### src/rtl/uart_rx_param_if.sv
// uart_rx_param_if: serial line and oversample tick in, received word and status out.
interface uart_rx_param_if #(parameter int NB_DATA = 8);
    logic               rx;
    logic               tick;
    logic [NB_DATA-1:0] data;
    logic               rx_done;
    logic               parity_err;
    logic               frame_err;
    logic               busy;
    modport master (output rx, tick, input data, rx_done, parity_err, frame_err, busy);
    modport slave  (input rx, tick, output data, rx_done, parity_err, frame_err, busy);
endinterface

### src/rtl/uart_rx_param.sv
// uart_rx_param: oversampled UART receiver with 3-sample majority vote, optional parity and 1/2 stop bits.
module uart_rx_param #(
    parameter int NB_DATA    = 8,
    parameter int OVERSAMPLE = 16,
    parameter int PARITY_EN  = 0,
    parameter int PARITY_ODD = 0,
    parameter int N_STOP     = 1
) (
    input logic             clk,
    input logic             rst,
    uart_rx_param_if.slave  bus
);
    localparam int TW = $clog2(OVERSAMPLE);
    localparam int BW = $clog2(NB_DATA + 1);
    localparam int M  = OVERSAMPLE / 2;
    localparam logic [TW-1:0] T_LO   = TW'(M - 1);
    localparam logic [TW-1:0] T_MID  = TW'(M);
    localparam logic [TW-1:0] T_HI   = TW'(M + 1);
    localparam logic [TW-1:0] T_LAST = TW'(OVERSAMPLE - 1);
    typedef enum logic [2:0] {IDLE, START, DATA, PARITY, STOP, BREAK} state_t;
    state_t             state_q, state_d;
    logic               s1_q, s2_q;
    logic [TW-1:0]      tick_cnt_q, tick_cnt_d;
    logic [BW-1:0]      bit_cnt_q, bit_cnt_d;
    logic [2:0]         samp_q, samp_d;
    logic [NB_DATA-1:0] shift_q, shift_d, data_q, data_d;
    logic               frame_q, frame_d, par_q, par_d;
    logic               done_q, done_d, perr_q, perr_d, ferr_q, ferr_d;
    logic               last, s_hi, vote, stop_bad;
    // With OVERSAMPLE=4 the third capture lands on the evaluation tick, so vote on the live sample.
    assign last     = bus.tick && tick_cnt_q == T_LAST;
    assign s_hi     = (tick_cnt_q == T_HI) ? s2_q : samp_q[2];
    assign vote     = (samp_q[0] & samp_q[1]) | (samp_q[0] & s_hi) | (samp_q[1] & s_hi);
    assign stop_bad = frame_q | ~vote;
    always_ff @(posedge clk or posedge rst) begin
        if (rst) begin
            state_q    <= IDLE;
            s1_q       <= 1'b1;
            s2_q       <= 1'b1;
            tick_cnt_q <= '0;
            bit_cnt_q  <= '0;
            samp_q     <= '0;
            shift_q    <= '0;
            data_q     <= '0;
            frame_q    <= 1'b0;
            par_q      <= 1'b0;
            done_q     <= 1'b0;
            perr_q     <= 1'b0;
            ferr_q     <= 1'b0;
        end else begin
            state_q    <= state_d;
            s1_q       <= bus.rx;
            s2_q       <= s1_q;
            tick_cnt_q <= tick_cnt_d;
            bit_cnt_q  <= bit_cnt_d;
            samp_q     <= samp_d;
            shift_q    <= shift_d;
            data_q     <= data_d;
            frame_q    <= frame_d;
            par_q      <= par_d;
            done_q     <= done_d;
            perr_q     <= perr_d;
            ferr_q     <= ferr_d;
        end
    end
    always_comb begin
        state_d    = state_q;
        tick_cnt_d = tick_cnt_q;
        bit_cnt_d  = bit_cnt_q;
        samp_d     = samp_q;
        shift_d    = shift_q;
        data_d     = data_q;
        frame_d    = frame_q;
        par_d      = par_q;
        done_d     = 1'b0;
        perr_d     = perr_q;
        ferr_d     = ferr_q;
        if (state_q == IDLE) begin
            if (!s2_q) begin
                state_d    = START;
                tick_cnt_d = '0;
            end
        end else if (state_q == BREAK) begin
            if (s2_q) state_d = IDLE;
        end else if (bus.tick) begin
            tick_cnt_d = last ? '0 : tick_cnt_q + 1'b1;
            if (tick_cnt_q == T_LO)  samp_d[0] = s2_q;
            if (tick_cnt_q == T_MID) samp_d[1] = s2_q;
            if (tick_cnt_q == T_HI)  samp_d[2] = s2_q;
            if (last) begin
                case (state_q)
                    START: begin
                        state_d   = vote ? IDLE : DATA;
                        bit_cnt_d = '0;
                        par_d     = 1'b0;
                    end
                    DATA: begin
                        shift_d   = {vote, shift_q[NB_DATA-1:1]};
                        bit_cnt_d = bit_cnt_q + 1'b1;
                        if (bit_cnt_q == BW'(NB_DATA - 1)) begin
                            state_d   = (PARITY_EN != 0) ? PARITY : STOP;
                            bit_cnt_d = '0;
                            frame_d   = 1'b0;
                        end
                    end
                    PARITY: begin
                        par_d   = ^shift_q ^ vote ^ 1'(PARITY_ODD);
                        state_d = STOP;
                    end
                    STOP: begin
                        frame_d   = stop_bad;
                        bit_cnt_d = bit_cnt_q + 1'b1;
                        if (bit_cnt_q == BW'(N_STOP - 1)) begin
                            done_d  = 1'b1;
                            data_d  = shift_q;
                            perr_d  = (PARITY_EN != 0) && par_q;
                            ferr_d  = stop_bad;
                            state_d = stop_bad ? BREAK : IDLE;
                        end
                    end
                    default: ;
                endcase
            end
        end
    end
    assign bus.data       = data_q;
    assign bus.rx_done    = done_q;
    assign bus.parity_err = perr_q;
    assign bus.frame_err  = ferr_q;
    assign bus.busy       = state_q != IDLE;
endmodule

### src/flat_wrapper.sv
// flat-port wrapper written by rule: the top's interface ports become plain ports
module uart_rx_param_flat 
#(
    parameter int NB_DATA    = 8,
    parameter int OVERSAMPLE = 16,
    parameter int PARITY_EN  = 0,
    parameter int PARITY_ODD = 0,
    parameter int N_STOP     = 1
)
  (clk, rst, bus_rx, bus_tick, bus_data, bus_rx_done, bus_parity_err, bus_frame_err, bus_busy);
  uart_rx_param_if #(.NB_DATA(NB_DATA)) bus_i ();
  input logic clk;
  input logic rst;
  input wire logic [$bits(bus_i.rx)-1:0] bus_rx;
  input wire logic [$bits(bus_i.tick)-1:0] bus_tick;
  output wire logic [$bits(bus_i.data)-1:0] bus_data;
  output wire logic [$bits(bus_i.rx_done)-1:0] bus_rx_done;
  output wire logic [$bits(bus_i.parity_err)-1:0] bus_parity_err;
  output wire logic [$bits(bus_i.frame_err)-1:0] bus_frame_err;
  output wire logic [$bits(bus_i.busy)-1:0] bus_busy;
  assign bus_i.rx = bus_rx;
  assign bus_i.tick = bus_tick;
  assign bus_data = bus_i.data;
  assign bus_rx_done = bus_i.rx_done;
  assign bus_parity_err = bus_i.parity_err;
  assign bus_frame_err = bus_i.frame_err;
  assign bus_busy = bus_i.busy;
  uart_rx_param #(.NB_DATA(NB_DATA), .OVERSAMPLE(OVERSAMPLE), .PARITY_EN(PARITY_EN), .PARITY_ODD(PARITY_ODD), .N_STOP(N_STOP)) u_core (.clk(clk), .rst(rst), .bus(bus_i));
endmodule
### config.mk
export PLATFORM = sky130hd
export DESIGN_NAME = uart_rx_param_flat
export DESIGN_NICKNAME = d
export VERILOG_FILES = /design/src/rtl/uart_rx_param_if.sv /design/src/rtl/uart_rx_param.sv /design/src/flat_wrapper.sv
export SDC_FILE = /design/constraint.sdc
export NUM_CORES = 1
export LEC_CHECK = 0
export BUFFER_PORTS_ARGS = -buffer_cell sky130_fd_sc_hd__buf_4
export CORE_ASPECT_RATIO = 0.7
export CORE_MARGIN = 1
export CORE_UTILIZATION = 45
export DETAILED_ROUTE_END_ITERATION = 7
export GPL_ROUTABILITY_DRIVEN = 0
export HOLD_SLACK_MARGIN = 0.06
export SKIP_LAST_GASP = 1
export SLEW_MARGIN = 20
export SYNTH_ARGS = -nofsm -noshare
export SYNTH_HDL_FRONTEND = slang
export SYNTH_SLANG_ARGS = --single-unit
export TNS_END_PERCENT = 30
### constraint.sdc
create_clock -name clk -period 4.2 [get_ports clk]
set_input_delay 0.84 -clock clk [delete_from_list [all_inputs] [get_ports clk]]
set_output_delay 0.84 -clock clk [all_outputs]
set_load 0.01 [all_outputs]
## Yosys cells after proc, flatten, opt, wreduce, memory -nomap -nowiden

Index checks and enable logic that the tools add are counted.

- Register bits: 35
- Logic and storage cells: 86
- Output and inout port bits: 12
- Bits of input ports: 4

- Reductions and logical operators: 19
- Mux-type cells: 27
- $add $sub $neg: 2
- Bitwise operators: 9
- Equal/unequal tests: 16

Operators with widths:

| kind | number |
|---|---|
| 3-bit 2-to-1 mux | 9 |
| 4-bit 2-to-1 mux | 6 |
| 4-bit equality test (second input constant) | 3 |
| 3-bit one-hot mux with 4 select lines | 1 |
| 4-bit one-hot mux with 3 select lines | 1 |
| 6-bit AND reduction | 2 |
| 3-bit nonzero test | 4 |
| 5-bit AND reduction | 2 |
| 4-bit by 1-bit adder with 4-bit output (second input constant) | 2 |
| 4-bit by 3-bit equality test with 1-bit output (second input constant) | 2 |
| 1-bit 2-to-1 mux | 8 |
| 4-bit by 1-bit != test with 1-bit output (second input constant) | 2 |
| 4-bit AND reduction | 2 |
| 7-bit AND reduction | 1 |
| 3-bit by 2-bit equality test with 1-bit output (second input constant) | 2 |
| 3-bit equality test (second input constant) | 2 |
| 3-bit AND reduction | 2 |
| 6-bit nonzero test | 1 |
| 4-bit zero test | 1 |
| 2-bit by 1-bit != test with 1-bit output (second input constant) | 2 |
| 2-bit nonzero test | 2 |
| 1-bit AND | 3 |
| 3-bit by 1-bit equality test with 1-bit output (second input constant) | 1 |
| 3-bit zero test | 1 |
| 7 further kinds | 11 |

## Logic depth before layout (Yosys ltp)

- Depth after elaboration: 14
- Mapped depth: 7
- Mapped depth without buffers: 6

## Least setup slack after synthesis

Ideal clock, no wire load.

- Path kind: input -> register
- From: input port bus_tick
- To: register u_core.bit_cnt_q[3]
- Stages on the path: 5
- Setup slack: 2269 ps
- Required time: 4120 ps
- Data arrival time: 1851 ps
- Library setup time: 80 ps
- Cells stage by stage: and4_1 buf_4 o211ai_2 or4_4 o211ai_2

- Cells in the longest elaborated chain, start to end: 2

Ends and longest elaborated chain:

| what | line | source |
|---|---|---|
| from (decl) | flat_wrapper.sv:15 | `input wire logic [$bits(bus_i.tick)-1:0] bus_tick;` |
| 1-bit logical AND | uart_rx_param.sv:31 | `assign last = bus.tick && tick_cnt_q == T_LAST;` |
| 5-bit AND reduction (no source line) (*) | -- |  |
| to (signal assigned) | uart_rx_param.sv:55 | `bit_cnt_q <= bit_cnt_d;` |
| to (decl) | uart_rx_param.sv:24 | `logic [BW-1:0] bit_cnt_q, bit_cnt_d;` |

Mark *: on every way between the ends. The rest lies on a longest branch, timed or not.
A chain may end at the register's enable or synchronous reset.

## Worst setup path in the final report

- From: register u_core.state_q[0]
- To: output port bus_busy

- Cells in the longest elaborated chain, start to end: 1

Ends and longest elaborated chain:

| what | line | source |
|---|---|---|
| from (decl) | uart_rx_param.sv:21 | `state_t state_q, state_d;` |
| from (signal assigned) | uart_rx_param.sv:51 | `state_q <= state_d;` |
| 3-bit nonzero test | uart_rx_param.sv:130 | `assign bus.busy = state_q != IDLE;` |
| to (decl) | flat_wrapper.sv:20 | `output wire logic [$bits(bus_i.busy)-1:0] bus_busy;` |

No other way between the ends.

==> results.toml <==
[critical_path]
crit_buf_inv = 2
crit_family = "flip-flops"
worstPathRequired_ps = 3360
slowest_stage = "dfrtp_1"
crit_fanout = 15
critical_path_class = "reg -> out"
cp.arrival_ps = 1660
path_cells = "nor3_1 -> inv_1 -> buf_4"
cp-end-kind = "output port"
startpoint_type = "register"
critPathMaxStageDelay_ps = 550

[grt]
antenna_found_initial = 0
first_global_vias = 1174
grt_max_degree = 36
gr-total-overflow = 0
grt.total_usage_pct = 18.2
grt_pass1_wl_um = 5620

[power_and_ir_drop]
p_per_area_nw_per_um2 = 417
vdd_drop_max_uv = 384
finalPower_mw = 0.844
p_leak_nw = 0.948

[placed_design]
dpl.cell_count = 220
post_dp_cell_area_sq_um = 1910
port_buffers = 14
hpwl_um = 2460

[final_layout]
area_growth_pct = 13.0
fillers = 324
nets = 186
stdcell_count = 228
diodes = 0
stdcell_area_sq_um = 2020
drive_gt1_share_pct = 24.2

[run_status]
outcome = "finished, final reports clean"

[yosys]
ys_ff_latch = 35
yosysSeqAreaShare_pct = 49.1
syn_inst = 164
syn_area_sq_um = 1790
synth.yosys.warnings = 0
synth_cell_types = 42
avgSynthCellArea_sq_um = 10.9
synth_edf_count = 0
yosysMostFrequentCell = "dfrtp_1"
syn_nets = 173
synth_common_cells = "dfrtp_1 (33), mux2_2 (14), nand2_1 (13), inv_1 (10), o21ai_0 (9)"
ys_top_cells_by_area = "dfrtp_1 (46%), mux2_2 (8.8%), ha_1 (3.5%)"
netlist.area_leader.share_pct = 46.1
yosys.area.top_type = "dfrtp_1"
synthFlopType = "dfrtp_1"
async_flop_share_pct = 100

[floorplanning]
initial_core_util_pct = 48.8
rows = 18
pin_count = 16
die_y_um = 54.8
dieArea_sq_um = 4240
coreArea_sq_um = 3670
die_w_um = 77.4

[flow_run]
drv_cap = 0

[timing]
post-route-period-util_pct = 59.6
period_needed_ps = 2500
drv_slew = 0
setup_violations = 0
skew_ps = 10.8
tightest_slew_ps = 535
timing.fmax_mhz = 400
rsz0062_at_grt = "no"
tns_ps = 0
slew_headroom_pct = 64.1
hold_viol_final = 0
hold_slack_ps = 357

[clock_tree]
numCtsBuffers = 5
cts_root_buf = "clkbuf_8"
postCtsSetupBuffers = 0
cts_resized = 0
htree_num_levels = 2
cts_hold_buf = 0
cts_tree = "built"
clockBufferDepth = 2
cts_sinks = 35
clk_pin_slew_ps = 70
clock_latency_ps = 290

[routing]
ant_nets = 0
drt_pass1_iterations = 4
viasPerCell = 5.52
drt-total-wl_um = 3410
drt_iter0_markers = 155
wl_per_cell_um = 15.0
vias = 1258
route.detailed.drc = 0

[min_path]
hold_path.class = "reg -> reg"
## sequential cells by signal, summed over array words and instances, names as in the netlist
register	cells
u_core.frame_q	1
u_core.bus.frame_err	1
u_core.s1_q	1
u_core.bit_cnt_q	4
u_core.tick_cnt_q	4
u_core.state_q	3
u_core.bus.data	8
u_core.s2_q	1
u_core.bus.rx_done	1
u_core.samp_q	3
u_core.shift_q	8
## layer usage
metal,part of all wire [%],up-vias,global-route usage [%]
met4,0.56,0,3.77
met5,0,-,0
met1,49,607,25.3
met3,6.4,3,6.00
met2,44,32,27.9
li1,-,616,-
## worst reg2reg max path, stage by stage, from the launching register on
cell and delay, ps:
dfrtp_1 630, nor3b_1 510, nand3_1 500, mux2_1 460
## final cells by class
cell class | count | area [sq um] | area share [%]
timing repair buffer | 15 | 113 | 5.57
tap | 50 | 62.6 | 3.09
sequential | 35 | 878 | 43.4
inverter | 10 | 37.5 | 1.86
clock buffer | 6 | 82.6 | 4.08
clock inverter | 2 | 35.0 | 1.73
multi-input combinational | 110 | 815 | 40.3
## through the flow
stage	setup WS, ps	util [%]
after floorplan	2270	-
after global placement	1910	51.9
after detailed placement	1860	51.9
after CTS	1690	55.1
after global routing	1490	55.1
final	1700	55.1
## power breakdown
group | internal [mW] | switching (mW)
combinational | 0.0503 | 0.0716
sequential | 0.367 | 0.0449
clock | 0.192 | 0.118
total | 0.609 | 0.234
## kinds of logic (layout without fill, tap and decap cells)
kind of cell | Yosys count | after routing | share of synthesized area (%)
buffers and inverters | 19 | 33 | 5.45
adders and majority gates | 5 | 5 | 3.49
other | 1 | 1 | 0.209
and+or+nand+nor | 47 | 47 | 15.0
AOI/OAI and AO/OA | 36 | 36 | 13.9
DFF | 35 | 35 | 49.1
xor gates and xnor gates | 2 | 2 | 0.979
muxes | 19 | 19 | 11.9
## path summary, 6_finish.rpt
path / end / slack (ps) / start / cells past startpoint
max in group asynchronous: u_core.s2_q / 3220 / rst / 3
hold reg to reg: u_core.s2_q / 360 / u_core.s1_q / 0
hold / removal: u_core.s2_q / 360 / u_core.s1_q / 0
setup / recovery: bus_busy / 1700 / u_core.state_q[0] / 3
min in group asynchronous: u_core.tick_cnt_q[2] / 640 / rst / 3
setup reg to reg: u_core.bus.data[5] / 1970 / u_core.state_q[2] / 3
## cells in the final DEF, fill, tap and decap left out, types with 4 or more instances in the layout
master	synthesis	final
nor3b_1	4	4
mux2_2	14	14
ha_1	5	5
inv_1	10	10
mux2_1	4	4
nand2_1	13	13
o21ai_0	9	9
nand2b_1	4	4
nor2_1	5	5
clkbuf_8	0	6
a21oi_1	6	6
buf_4	4	15
dfrtp_1	33	33
Power figures use the tool's default switching activity.
